--- src/rtl/pc_fetch_ctrl_pkg.sv ---
// Shared defaults for the fetch sequencer: address/instruction widths and the
// sequential PC step.
package pc_fetch_ctrl_pkg;

  localparam int CPU_WIDTH   = 32;
  localparam int INST_W_DEF  = 32;
  localparam int PC_STEP_DEF = 4;

endpackage

--- src/rtl/pc_fetch_ctrl.sv ---
// Fetch sequencer: drives next_pc into the PC register, runs a single-outstanding
// req/gnt/rvalid fetch to instruction memory and hands instructions to decode.
module pc_fetch_ctrl
  import pc_fetch_ctrl_pkg::*;
#(
  parameter int ADDR_W  = CPU_WIDTH,
  parameter int INST_W  = INST_W_DEF,
  parameter int PC_STEP = PC_STEP_DEF
) (
  input  logic              clk,
  input  logic              rst_n,
  input  logic              ena,
  input  logic [ADDR_W-1:0] curr_pc,
  output logic [ADDR_W-1:0] next_pc,
  output logic              imem_req,
  output logic [ADDR_W-1:0] imem_addr,
  input  logic              imem_gnt,
  input  logic              imem_rvalid,
  input  logic [INST_W-1:0] imem_rdata,
  output logic              inst_valid,
  input  logic              inst_ready,
  output logic [INST_W-1:0] inst,
  output logic [ADDR_W-1:0] inst_pc,
  input  logic              redirect_valid,
  input  logic [ADDR_W-1:0] redirect_pc,
  input  logic              halt_req,
  output logic              halted
);

  typedef enum logic [2:0] {
    IDLE  = 3'd0,
    REQ   = 3'd1,
    WAIT  = 3'd2,
    DELIV = 3'd3,
    HALT  = 3'd4
  } state_t;

  localparam logic [ADDR_W-1:0] STEP = ADDR_W'(PC_STEP);

  state_t              state_q, state_d;
  logic                kill_q, kill_d;
  logic [ADDR_W-1:0]   pend_pc_q, pend_pc_d;
  logic [INST_W-1:0]   inst_q;
  logic                inst_ld;
  logic [ADDR_W-1:0]   pc_inc;

  // Truncating add: the top of the address space wraps to zero.
  assign pc_inc = curr_pc + STEP;

  always_ff @(posedge clk or negedge rst_n) begin
    if (!rst_n) begin
      state_q   <= IDLE;
      kill_q    <= 1'b0;
      pend_pc_q <= '0;
      inst_q    <= '0;
    end else begin
      state_q   <= state_d;
      kill_q    <= kill_d;
      pend_pc_q <= pend_pc_d;
      if (inst_ld) inst_q <= imem_rdata;
    end
  end

  always_comb begin
    state_d   = state_q;
    kill_d    = kill_q;
    pend_pc_d = pend_pc_q;
    inst_ld   = 1'b0;
    next_pc   = curr_pc;
    case (state_q)
      IDLE: begin
        if (ena) state_d = REQ;
      end
      REQ: begin
        // Address may change before grant; a redirect coinciding with the
        // grant turns the accepted fetch into a killed one.
        if (redirect_valid) next_pc = redirect_pc;
        if (imem_gnt) begin
          state_d = WAIT;
          if (redirect_valid) begin
            kill_d    = 1'b1;
            pend_pc_d = redirect_pc;
          end
        end
      end
      WAIT: begin
        if (redirect_valid) begin
          kill_d    = 1'b1;
          pend_pc_d = redirect_pc;
        end
        if (imem_rvalid) begin
          if (kill_q || redirect_valid) begin
            next_pc = redirect_valid ? redirect_pc : pend_pc_q;
            kill_d  = 1'b0;
            state_d = REQ;
          end else begin
            inst_ld = 1'b1;
            state_d = DELIV;
          end
        end
      end
      DELIV: begin
        if (redirect_valid) begin
          next_pc = redirect_pc;
          state_d = REQ;
        end else if (inst_ready) begin
          next_pc = pc_inc;
          state_d = halt_req ? HALT : REQ;
        end
      end
      HALT: begin
        if (redirect_valid) begin
          next_pc = redirect_pc;
          state_d = REQ;
        end
      end
      default: state_d = IDLE;
    endcase
  end

  // Handshake outputs come straight from the state register.
  assign imem_req   = (state_q == REQ);
  assign inst_valid = (state_q == DELIV);
  assign halted     = (state_q == HALT);
  assign imem_addr  = curr_pc;
  assign inst_pc    = curr_pc;
  assign inst       = inst_q;

endmodule

--- config.mk ---
export PLATFORM = sky130hd
export DESIGN_NAME = pc_fetch_ctrl
export DESIGN_NICKNAME = d
export VERILOG_FILES = /design/src/rtl/pc_fetch_ctrl_pkg.sv /design/src/rtl/pc_fetch_ctrl.sv
export SDC_FILE = /design/constraint.sdc
export NUM_CORES = 1
export LEC_CHECK = 0
export CAP_MARGIN = 20
export CELL_PAD_IN_SITES_DETAIL_PLACEMENT = 2
export CELL_PAD_IN_SITES_GLOBAL_PLACEMENT = 2
export CORE_MARGIN = 4
export CORE_UTILIZATION = 39
export DETAILED_ROUTE_END_ITERATION = 7
export DONT_BUFFER_PORTS = 1
export GPL_ROUTABILITY_DRIVEN = 1
export PLACE_DENSITY_LB_ADDON = 0.1
export SLEW_MARGIN = 20
export SYNTH_ARGS = -nofsm -noshare
export SYNTH_HDL_FRONTEND = slang
export SYNTH_SLANG_ARGS = --single-unit
--- constraint.sdc ---
create_clock -name clk -period 6.3 [get_ports clk]
set_input_delay 1.26 -clock clk [delete_from_list [all_inputs] [get_ports clk]]
set_output_delay 1.26 -clock clk [all_outputs]
set_load 0.01 [all_outputs]
-- Word level (Yosys, flattened, before mapping)
Index checks and enable logic that the tools add are counted.
- register bits after elaboration: 68
- latch bits: 0
- bits in writable memories: 0
- ROM bits: 0
- input port bits: 104
- output and inout bits: 131
- logic and storage cells: 46
- memories kept: 0
- $add $sub $neg: 1
- multipliers: 0
- divide/modulo/power cells: 0
- order comparisons: 0
- equal/unequal tests: 9
- shift-type cells: 0
- multiplexer cells: 26
- bitwise gates (word level): 0
- reduce and logical (&&, ||, !) cells: 6
- operators with widths (operator ; number):
    $mux 32 ; 7
    $pmux 32 s3 ; 1
    $pmux 32 s2 ; 1
    $add 32x3->32 const B ; 1
    $mux 3 ; 7
    $pmux 3 s5 ; 1
    $mux 1 ; 7
    $eq 3x2->1 const B ; 2
    $ne 2x2->1 const B ; 3
    $reduce_and 5->1 ; 1
    $eq 3x1->1 const B ; 1
    $eq 3x3->1 const B ; 1
    $logic_not 3->1 ; 1
    $ne 3x1->1 const B ; 1
    $mux 2 ; 1
    $ne 2x1->1 const B ; 1
    $pmux 1 s2 ; 1
    $reduce_and 2->1 ; 1
    $reduce_bool 2->1 ; 1
    $reduce_or 2->1 ; 1
    $logic_or 1x1->1 ; 1

-- Logic depth before layout (Yosys ltp)
- depth after elaboration: 4
- gate-level depth with buffers: 8
- mapped depth without buffers: 6

-- Least setup slack after synthesis
No wires, ideal clock.
- path kind: input to output
- start point: input port curr_pc[7]
- end point: output port next_pc[31]
- arrival: 2.873 ns
- required time: 5.040 ns
- slack: 2.167 ns
- stages on the path: 7
- cell sequence: buf_4 > nand4_2 > or4_4 > buf_6 > nor4_1 > nor4_1 > a211oi_1
- cells in the longest elaborated chain, start to end: 4
- ends and longest elaborated chain (what ; RTL line ; text):
    start: declaration ; pc_fetch_ctrl.sv:13 ; input logic [ADDR_W-1:0] curr_pc,
    $add 32x3->32 ; pc_fetch_ctrl.sv:48 ; assign pc_inc = curr_pc + STEP;
    $mux 32 ; pc_fetch_ctrl.sv:106 ; end else if (inst_ready) begin
    $mux 32 ; pc_fetch_ctrl.sv:103 ; if (redirect_valid) begin
    $pmux 32 s3 ; pc_fetch_ctrl.sv:70 ; case (state_q)
    end: declaration ; pc_fetch_ctrl.sv:14 ; output logic [ADDR_W-1:0] next_pc,
Every way passes these cells.

-- Worst setup path after layout
- start point: register state_q[0]
- end point: output port next_pc[16]
- elaborated cells on any way between the ends: 6
- RTL lines (what ; RTL line ; text):
    start: declaration ; pc_fetch_ctrl.sv:40 ; state_t state_q, state_d;
    start signal: assignment ; pc_fetch_ctrl.sv:57 ; state_q <= state_d;
    $eq 3x2->1 ; - ;
    net inst_valid ; pc_fetch_ctrl.sv:20 ; output logic inst_valid,
    $pmux 32 s3 ; pc_fetch_ctrl.sv:70 ;
The timed path passes the listed nets, and every way through them passes these cells.

==> results.py <==
metrics = {
    "outcome": {
        "status": "finished, final reports clean",
    },
    "route": {
        "viasPerCell": 6.631,
        "wirelength_um": 20390,
        "drtIter0Drc": 324,
        "first_pass_iters": 4,
        "dr_total_vias": 4867,
        "antenna_left": 0,
        "top_layer": "met4",
        "dr_wl_met3_um": 1455,
        "wl_met2_um": 10180,
        "drt-met1-wl_um": 8458,
        "route.detailed.drc": 0,
        "avgRoutedWirePerCell_um": 27.78,
    },
    "synthesis": {
        "yosysUniqueCellTypes": 75,
        "synth_cells": 645,
        "synth_fa_ha_area_share_pct": 0.2226,
        "synthXorXnorAreaFrac_pct": 0.9348,
        "synth_top_family_by_area": "compound AO/OA/AOI/OAI gates",
        "synth_edf_count": 0,
        "synth_compound_area_share_pct": 23.26,
        "yosysWarnings": 0,
        "avgSynthCellArea_um2": 8.716,
        "synth_fp_nets": 750,
        "async_flop_share_pct": 100.0,
        "synth_seq_cells": 68,
        "ys.flop_type": "dfrtp_1",
        "synthMuxAreaShare_pct": 15.02,
        "yosysSeqAreaShare_pct": 30.27,
        "synthSimpleGateAreaFrac_pct": 16.80,
        "synth_area_mm2": 0.005622,
    },
    "pwr": {
        "p_leak_uw": 0.002140,
        "peakVddDrop_mv": 0.2420,
        "powerDensity_mw_per_mm2": 462.2,
    },
    "setup_path": {
        "crit_arrival_ns": 3.93,
        "cpMaxStageDelayCell": "dfrtp_1",
        "max_stage_delay_ns": 0.88,
        "reg2reg_slack_ns": 3.42,
        "r2r_start": "state_q[1]",
        "crit_chain": "nand3b_1 > inv_1 > nand4_1 > o32ai_1 > o221ai_1 > a221oi_1",
        "start_kind": "flop",
        "reg2reg_depth": 6,
        "cp-end-kind": "primary output",
        "r2r_end": "pend_pc_q[14]",
        "worstSetupPathType": "reg2out",
        "crit_fanout": 25,
        "cp.required_ns": 5.04,
    },
    "finish": {
        "drive_gt1_share_pct": 18.77,
        "area_growth_pct": -2.003,
        "instances_no_fill": 734,
        "n_fill_cell": 1575,
        "final_nets": 654,
        "diodes": 0,
    },
    "clocking": {
        "clkSinkCount": 68,
        "cts_tree": "yes",
        "post_cts_resized": 0,
        "cts.reportedPaths.clkPinSlew_ns": 0.07,
        "clock-root-buffer": "clkbuf_16",
        "cts_setup_buffers": 0,
        "insertion_delay_ns": 0.34,
        "cts_made_buffers": 9,
        "cts_max_level": 3,
        "clock_path_buffers": 2,
        "ctsHoldBuffers": 0,
    },
    "sta": {
        "fin_skew_ns": 0.01004,
        "slew_violations": 0,
        "min_period_over_period_pct": 82.31,
        "fin_tns_setup_ns": 0,
        "hold_viol": 0,
        "setup_viol": 0,
        "fmax_mhz": 192.8,
        "worst_pin_slew_ns": 0.9448,
        "whs_ns": 0.5092,
        "fin_crit_ns": 5.185,
        "slew_headroom_pct": 36.43,
        "rsz0062_at_grt": "no",
    },
    "die": {
        "rows": 43,
        "fp.dieW_um": 128.1,
        "start_util_pct": 40.19,
        "die_area_mm2": 0.01640,
        "die_h_um": 128.1,
        "core_mm2": 0.01399,
        "ios": 235,
    },
    "hold_path": {
        "min-delay-start": "pend_pc_q[9]",
        "min-delay-path-class": "reg2reg",
        "min_path_cells": 1,
        "holdPathEnd": "pend_pc_q[9]",
    },
    "global_routing": {
        "grt_pass1_wl_um": 32600,
        "gr-total-overflow": 0,
        "grt_start_max_net_pins": 73,
        "antenna_found_initial": 0,
        "grt.total_usage_pct": 25.21,
        "grt_pass1_vias": 5381,
    },
    "placement": {
        "dp_hpwl_um": 14940,
        "dp.cells": 718,
        "io_buffers": 0,
        "place_congestion": 0.9126,
    },
    "flow_run": {
        "max-cap-violations": 0,
    },
}
[cell usage in the layout, fill, tap and decap left out, drive strengths merged, types with 11 or more instances in the layout]
cell / instances
dfrtp: 68
mux2: 65
nand2: 52
o21ai: 42
nor2: 39
a21oi: 34
nand3: 19
o22ai: 11
nor4: 11
inv: 11
[synth_stat cells (6+ instances only)]
library cell	number	area [um^2]
o22ai_1	11	68.82
a31oi_1	6	37.54
o21a_1	7	52.55
mux2_2	65	732.0
a22oi_1	7	52.55
a21oi_1	33	165.2
nand4_1	9	56.30
a221o_1	7	70.07
o221ai_1	10	87.58
nor3_1	6	30.03
a32oi_1	7	61.31
nor4_1	10	62.56
nand3_1	19	95.09
nor2_1	39	146.4
inv_1	9	33.78
mux2i_1	9	90.09
o21ai_0	41	205.2
nor2b_1	6	37.54
clkbuf_1	30	112.6
nand2_1	52	195.2
buf_2	7	35.03
buf_4	66	495.5
dfrtp_1	68	1702
nand2b_1	7	43.79
o211ai_1	7	52.55
[metrics by stage]
stage	util, %	instance area [um^2]	setup slack, ns	total power, uW
detailed placement	36.94	5167	1.591	1981
floorplan	-	5622	2.167	1726
finish	39.38	5509	1.115	2547
global placement	36.94	5167	1.877	1927
CTS	39.33	5502	1.185	2574
global route	39.38	5509	0.8446	2738
[kinds of logic after synthesis]
logic type | after synthesis
compound gates | 189
xor+xnor | 6
fa+ha+maj | 1
buf+inv | 123
flops | 68
mux | 75
simple gates | 183
[how the worst max path moves through the flow]
stage                  endpoint        from  slack (ns)
finish              next_pc[16]  state_q[0]        1.11
global route        next_pc[16]  state_q[0]        0.84
CTS                 next_pc[16]  state_q[0]        1.18
detailed placement  next_pc[16]  state_q[0]        1.59
global placement    next_pc[16]  state_q[0]        1.88
floorplan           next_pc[31]  curr_pc[7]        2.17
[registers in the layout, summed over array words and instances (netlist names)]
| register | flops |
|---|---|
| inst | 32 |
| pend_pc_q | 32 |
| state_q | 3 |
| kill_q | 1 |
[metal layers]
metal	global-route usage [%]	vias to the layer above
met3	6.167	18
li1	-	2163
met5	0	-
met1	31.55	2502
met4	7.428	0
met2	43.07	184
[worst max-delay path: cells and delay by family, from the launching register on]
family | cells | cell delay [ns]
AND/OR/NAND/NOR | 2 | 0.87
buffers and inverters | 1 | 0.66
AO/OA/AOI/OAI | 3 | 1.16
flip-flops | 1 | 0.88
[area by class of cell]
| class | instances | area, um^2 | area share [%] |
|---|---|---|---|
| Inverter | 11 | 41.29 | 0.7495 |
| Timing Repair Buffer | 5 | 37.54 | 0.6814 |
| Multi-Input combinational cell | 454 | 3169 | 57.53 |
| Tap cell | 180 | 225.2 | 4.088 |
| Clock inverter | 6 | 95.09 | 1.726 |
| Sequential cell | 68 | 1702 | 30.89 |
| Clock buffer | 10 | 239.0 | 4.338 |
[power breakdown]
| part | switching (uW) | internal [uW] |
|---|---|---|
| registers | 221 | 651 |
| logic | 647 | 452 |
| clock network | 214 | 361 |
(Power assumes the default switching activity.)
